--- src/rtl/seq_bw_multiplier.sv ---
// Sequential WIDTH x WIDTH multiplier, signed (Baugh-Wooley) or unsigned, one partial product per cycle.
// Latency: WIDTH cycles from the accept edge to out_valid. Initiation interval is at least WIDTH+1 cycles.
// Backpressure: p and out_valid hold in DONE until out_ready. in_ready is high only in IDLE.
module seq_bw_multiplier #(
   parameter int WIDTH = 4
) (
   input  logic                 clk,
   input  logic                 rst,
   input  logic                 in_valid,
   output logic                 in_ready,
   input  logic [WIDTH-1:0]     a,
   input  logic [WIDTH-1:0]     b,
   input  logic                 signed_mode,
   output logic                 out_valid,
   input  logic                 out_ready,
   output logic [2*WIDTH-1:0]   p,
   output logic                 busy
);

   localparam int PW = 2 * WIDTH;
   localparam int CW = (WIDTH > 1) ? $clog2(WIDTH) : 1;
   localparam logic [PW-1:0]    CORR     = (PW'(1) << WIDTH) | (PW'(1) << (PW - 1));
   localparam logic [CW-1:0]    LAST_K   = CW'(WIDTH - 1);
   localparam logic [WIDTH-1:0] MSB_ONLY = {1'b1, {(WIDTH-1){1'b0}}};

   typedef enum logic [1:0] {
      IDLE,
      CALC,
      DONE
   } state_t;

   state_t            state;
   state_t            state_nxt;
   logic [WIDTH-1:0]  a_q;
   logic [WIDTH-1:0]  b_q;
   logic              sm_q;
   logic [CW-1:0]     cnt;
   logic [PW-1:0]     acc;

   logic              last_k;
   logic              bit_k;
   logic [WIDTH-1:0]  row;
   logic [PW-1:0]     row_sh;
   logic [PW-1:0]     acc_sum;

   // In signed mode, bits with exactly one operand MSB are inverted; the constant fixes up the sum.
   always_comb begin
      last_k = (cnt == LAST_K);
      bit_k  = b_q[cnt];
      row    = a_q & {WIDTH{bit_k}};
      if (sm_q) begin
         row = row ^ (last_k ? ~MSB_ONLY : MSB_ONLY);
      end
      row_sh  = {{WIDTH{1'b0}}, row} << cnt;
      acc_sum = acc + row_sh + ((sm_q && last_k) ? CORR : '0);
   end

   always_comb begin
      state_nxt = state;
      in_ready  = 1'b0;
      out_valid = 1'b0;
      busy      = 1'b1;
      case (state)
         IDLE: begin
            in_ready = 1'b1;
            busy     = 1'b0;
            if (in_valid) begin
               state_nxt = CALC;
            end
         end
         CALC: begin
            if (last_k) begin
               state_nxt = DONE;
            end
         end
         DONE: begin
            out_valid = 1'b1;
            if (out_ready) begin
               state_nxt = IDLE;
            end
         end
         default: begin
            state_nxt = IDLE;
            in_ready  = 1'b1;
            busy      = 1'b0;
         end
      endcase
   end

   always_ff @(posedge clk or posedge rst) begin
      if (rst) begin
         state <= IDLE;
      end else begin
         state <= state_nxt;
      end
   end

   always_ff @(posedge clk or posedge rst) begin
      if (rst) begin
         a_q  <= '0;
         b_q  <= '0;
         sm_q <= 1'b0;
         cnt  <= '0;
         acc  <= '0;
         p    <= '0;
      end else begin
         case (state)
            IDLE: begin
               if (in_valid) begin
                  a_q  <= a;
                  b_q  <= b;
                  sm_q <= signed_mode;
                  cnt  <= '0;
                  acc  <= '0;
               end
            end
            CALC: begin
               acc <= acc_sum;
               if (last_k) begin
                  p <= acc_sum;
               end else begin
                  cnt <= cnt + CW'(1);
               end
            end
            default: begin
            end
         endcase
      end
   end

endmodule

--- config.mk ---
export PLATFORM = sky130hd
export DESIGN_NAME = seq_bw_multiplier
export DESIGN_NICKNAME = d
export VERILOG_FILES = /design/src/rtl/seq_bw_multiplier.sv
export SDC_FILE = /design/constraint.sdc
export NUM_CORES = 1
export LEC_CHECK = 0
export ABC_AREA = 1
export CAP_MARGIN = 15
export CORE_AREA = 2 2 61 63
export CTS_CLUSTER_SIZE = 28
export DETAILED_ROUTE_END_ITERATION = 7
export DIE_AREA = 0 0 63 65
export PLACE_DENSITY = 0.77
export SLEW_MARGIN = 20
export SYNTH_ARGS = -nofsm -noshare
export SYNTH_HDL_FRONTEND = slang
export SYNTH_SLANG_ARGS = --single-unit
--- constraint.sdc ---
create_clock -name clk -period 3.9 [get_ports clk]
set_input_delay 0.78 -clock clk [delete_from_list [all_inputs] [get_ports clk]]
set_output_delay 0.78 -clock clk [all_outputs]
set_load 0.01 [all_outputs]
======== Yosys cells after proc, flatten, opt, wreduce, memory -nomap -nowiden ========
Index checks and enable logic that the tools add are counted.
word-level totals
  register bits after elaboration ......... 29
  input bits .............................. 13
cells by class
  add/sub/neg operators ................... 3
  magnitude comparators ................... 1
  eq/ne operators ......................... 7
  shifts and indexed selects .............. 1
  muxes and demuxes ....................... 17
  bitwise operators ....................... 2
  reductions and logical operators ........ 9
operator list
  operator                                                     count
  adder 8 bit                                                  2
  2-to-1 mux 8 bit                                             2
  one-hot mux 8 bit (2 select lines)                           1
  2-to-1 mux 2 bit                                             5
  2-to-1 mux 4 bit                                             2
  inequality test 2 bit (second input constant)                4
  << shifter 4 x 2 -> 8 bit                                    1
  one-hot mux 2 bit (3 select lines)                           1
  AND reduction 2 bit                                          3
  AND reduction 3 bit                                          2
  bitwise AND 4 bit                                            1
  == test 2 bit (second input constant)                        2
  2-to-1 mux 1 bit                                             4
  one-hot mux 2 bit (2 select lines)                           1
  XOR 4 bit                                                    1
  less-than comparator 2 x 3 -> 1 bit (second input constant)  1
  adder 2 x 1 -> 2 bit (second input constant)                 1
  binary-select mux 1 bit (select 2 bit)                       1
  == test 2 x 1 -> 1 bit (second input constant)               1
  logical NOT 2 bit                                            1
  nonzero test 2 bit                                           1
  OR reduction 2 bit                                           1
  logical AND 1 bit                                            1

======== Depth between registers and ports, before layout ========
  word-level depth ........................ 9
  depth in mapped cells ................... 19

======== Worst setup path after synthesis ========
Ideal clock, no wire load.
  path kind ............................... reg-to-reg
  from .................................... register cnt[1]
  to ...................................... register p[5]
  library setup time ...................... 0.117 ns
  arrival time ............................ 2.713 ns
  path slack .............................. 1.069 ns
  cell stages (with the launch flop) ...... 14
  period minus slack after synthesis ...... 2.831 ns
  path through ............................ dfrtp_1 ha_1 or2_2 nand4_1 nand2_1 nand3_1 nand2_1 fa_1 ha_1 a21oi_1 nand2_1 or2_2 nand3_1 nand2_1
between the ends
  word-level cells in the longest chain between the ends .. 8
  elaborated cells between the ends (all ways) .. 13
  classes of those cells .................. 2 x add/sub; 1 x eq/ne; 1 x shift; 5 x mux; 2 x bitwise; 2 x reduce/logical
RTL lines
  element                                 line  text
  start, declared                         37    logic [CW-1:0] cnt;
  start signal, assigned                  122   cnt <= cnt + CW'(1);
  binary-select mux 1 bit (select 2 bit)  49    bit_k = b_q[cnt];
  2-to-1 mux 1 bit (not written as such)  49
  bitwise AND 4 bit                       50    row = a_q & {WIDTH{bit_k}};
  XOR 4 bit                               52    row = row ^ (last_k ? ~MSB_ONLY : MSB_ONLY);
  2-to-1 mux 4 bit                        51    if (sm_q) begin
  << shifter 4 x 2 -> 8 bit               54    row_sh = {{WIDTH{1'b0}}, row} << cnt;
  adder 8 bit (2 in series)               55    acc_sum = acc + row_sh + ((sm_q && last_k) ? CORR : '0);
  end signal, assigned                    120   p <= acc_sum;
  end, declared                           16    output logic [2*WIDTH-1:0] p,
Parallel ways exist; a longest one is shown, timed or not. The select of a mux whose other input is x is not followed.
A chain may end at the register's enable or synchronous reset.

======== Worst setup path after layout ========
  from .................................... register cnt[0]
  to ...................................... register p[5]
Same word-level chain as after synthesis.

==> impl_metrics.toml <==
[critical_path]
cp_num_buf_inv = 0
crit_type = "flop to flop"
cp_cell_sequence = "ha_1 -> or2_2 -> nand4_1 -> nand2_1 -> nand3_1 -> nand2_1 -> fa_1 -> ha_1 -> a21oi_1 -> nand2_1 -> or2_2 -> nand3_1 -> nand2_1"
cp.arrival_ns = 3.32
worstPathRequired_ns = 4.13
path_delay_family = "simple AND/OR/NAND/NOR gates"
crit_slowest_cell = "dfrtp_1"
start_kind = "flop"
crit_top_cell = "nand2_1"
slowest_delay_ns = 0.50
crit_path_end_kind = "flop"
cp-startpoint = "cnt[0]$_DFFE_PP0P_"
cp_max_fo = 9
timing.rr.start = "cnt[0]$_DFFE_PP0P_"

[floorplan]
die_h_um = 65
fp-row-count = 22
start_util = 0.513
die_area_sq_um = 4100
io_pins = 24
die_w_um = 63
fp.coreArea_sq_um = 3500

[worst_hold_path]
hp-class = "flop to flop"
min_from = "p[4]$_DFFE_PP0P_"

[clock_network]
clk_latency_ns = 0.33
clkSinkCount = 29
cts-resized-gates = 0
cts-hold-fix-buffers = 0
clk_pin_slew_worst_paths_ns = 0.09
cts_max_level = 2
cts_setup_buffers = 0
cts_tree = "done"
cts-root-buf = "clkbuf_4"
clock_path_buffers = 2
cts_buffers = 5

[route]
wl_mm = 3.41
vias = 1487
vias_per_cell = 5.20
final_antenna_net_count = 0
drc_errors = 0
first_iter_violations = 46
wire_per_inst_um = 11.9
dr.pass1.iters = 4

[flow_run]
cap_violations = 0

[synthesis]
syn_nets = 243
synth_top_area_frac = 0.405
syn_area_sq_um = 1790
yosysSeqAreaShare = 0.405
synthTopCellsByArea = "dfrtp_1, nand2_1, ha_1"
synth-edff-count = 0
synth_top_cell_by_area = "dfrtp_1"
ys_warn_count = 0
async_flop_share = 1.00
synthFlopType = "dfrtp_1"
avgSynthCellArea_sq_um = 8.46
ys_ff_latch = 29
synthDistinctLibCells = 30
synth_cells = 212

[sta]
finalCritPeriodShare = 0.791
setup_viol = 0
setup_slack_ns = 0.816
rsz0062_at_grt = "no"
drv_slew = 0
clock.fmax_mhz = 324
finalClockSkew_ns = 0.0106
hold_viol = 0
slew_headroom = 0.608
tns_ns = 0
tightest_slew_ns = 0.588
layout_min_cycle_time_ns = 3.08

[final_layout]
nets = 270
final_common_cell = "nand2_1"
fin_util = 0.603
fill_cells = 319
final_cell_mix = "nand2_1, nand3_1, dfrtp_1, clkdlybuf4s50_1, inv_1"
flow.area_growth_from_synthesis_pct = 17.7
drive_gt1_frac = 0.101
diodes = 0
stdcell_count = 286

[placement]
place_ws_ns = 0.843
detailed_place_hpwl_mm = 2.63
port_buffers = 23
place_congestion = 0.852
dp_cells = 280

[pwr]
ir_worst_vdd_mv = 0.476
finalPower_mw = 1.66
clock_power_share = 0.097
switching_share = 0.452
internal_power_uw = 912
p_comb_frac = 0.596
p_per_area_nw_per_um2 = 788
p_switching_uw = 751
seqPwrFrac = 0.307
leakage_nw = 1.12

[grt]
gr-total-overflow = 0
grt_pass1_vias = 1417
antenna_found_initial = 0
grtUsageMet3 = 0.0469
grt_pass1_wl_mm = 6.00
grt_max_degree = 30
grt-busiest-layer = "met2"
grt_usage = 0.191
grt_use_met2 = 0.326
gr-usage-met1 = 0.221

[run_status]
outcome = "completed"
[worst reg2reg max path: cells and delay by family, from the launching register on]
family	cells	cell delay, ns
compound gates	1	0.22
simple gates	9	1.17
fa+ha+maj	3	1.12
flops	1	0.50
[sequential cells by signal, indices dropped and copies added (netlist names)]
| name | count |
|---|---|
| p | 8 |
| cnt | 2 |
| sm_q | 1 |
| b_q | 4 |
| acc | 8 |
| state | 2 |
| a_q | 4 |
[power by group through the flow]
| stage | clock [mW] | sequential, mW | combinational [mW] |
|---|---|---|---|
| 2_1_floorplan | 0 | 0.499 | 0.740 |
| 3_3_place_gp | 0 | 0.512 | 0.979 |
| 3_5_place_dp | 0 | 0.516 | 0.989 |
| 4_1_cts | 0.168 | 0.510 | 0.998 |
| 5_1_grt | 0.184 | 0.527 | 1.13 |
| 6_report | 0.162 | 0.510 | 0.991 |
[metal layers]
metal	vias up	share of wire	wire, um
met5	-	0	0
met4	0	0.028	96
met3	8	0.043	145
met2	30	0.49	1650
met1	695	0.44	1510
li1	754	-	-
[final timing paths]
kind / endpoint / slack [ns] / cells after the start
hold / removal: p[4]$_DFFE_PP0P_ / 0.48 / 2
setup / recovery: p[5]$_DFFE_PP0P_ / 0.82 / 13
min in group asynchronous: acc[4]$_DFFE_PP0P_ / 0.82 / 2
setup reg to reg: p[5]$_DFFE_PP0P_ / 0.82 / 13
hold reg to reg: p[4]$_DFFE_PP0P_ / 0.48 / 2
max in group asynchronous: acc[7]$_DFFE_PP0P_ / 2.68 / 2
[Yosys cell counts, types with 2 or more instances]
cell	n
or2_2	3
o21ai_0	10
nor2_1	9
nand3_1	29
nand4_1	6
inv_1	22
nand2_1	54
xor2_1	2
mux2_2	8
nand2_2	2
a21oi_1	4
dfrtp_1	29
ha_1	16
fa_1	2
[final cells by class]
cell class                      instances  area, sq um  share of cell area
Sequential cell                        29          726               0.344
Inverter                               25         96.3              0.0457
Clock inverter                          1         5.00             0.00237
Tap cell                               48         60.1              0.0285
Timing Repair Buffer                   23          230               0.109
Clock buffer                            5         37.5              0.0178
Multi-Input combinational cell        155          955               0.453
[stage by stage]
step / area (sq um) / hold slack, ns
after global placement: 2070 / 0.464
after global routing: 2110 / 0.521
after floorplan: 1790 / 0.456
after detailed placement: 2070 / 0.466
after CTS: 2110 / 0.491
final: 2110 / 0.484
[cell families (layout without fill, tap and decap cells)]
| group | Yosys count | after routing | synth area share |
|---|---|---|---|
| muxes | 8 | 8 | 0.0502 |
| adders and majority gates | 18 | 18 | 0.134 |
| buffers and inverters | 28 | 54 | 0.0628 |
| AOI/OAI and AO/OA | 20 | 20 | 0.0635 |
| DFF | 29 | 29 | 0.405 |
| xor gates and xnor gates | 3 | 3 | 0.0147 |
| and+or+nand+nor | 106 | 106 | 0.270 |
Note: power is estimated with default switching activity, not from simulation.
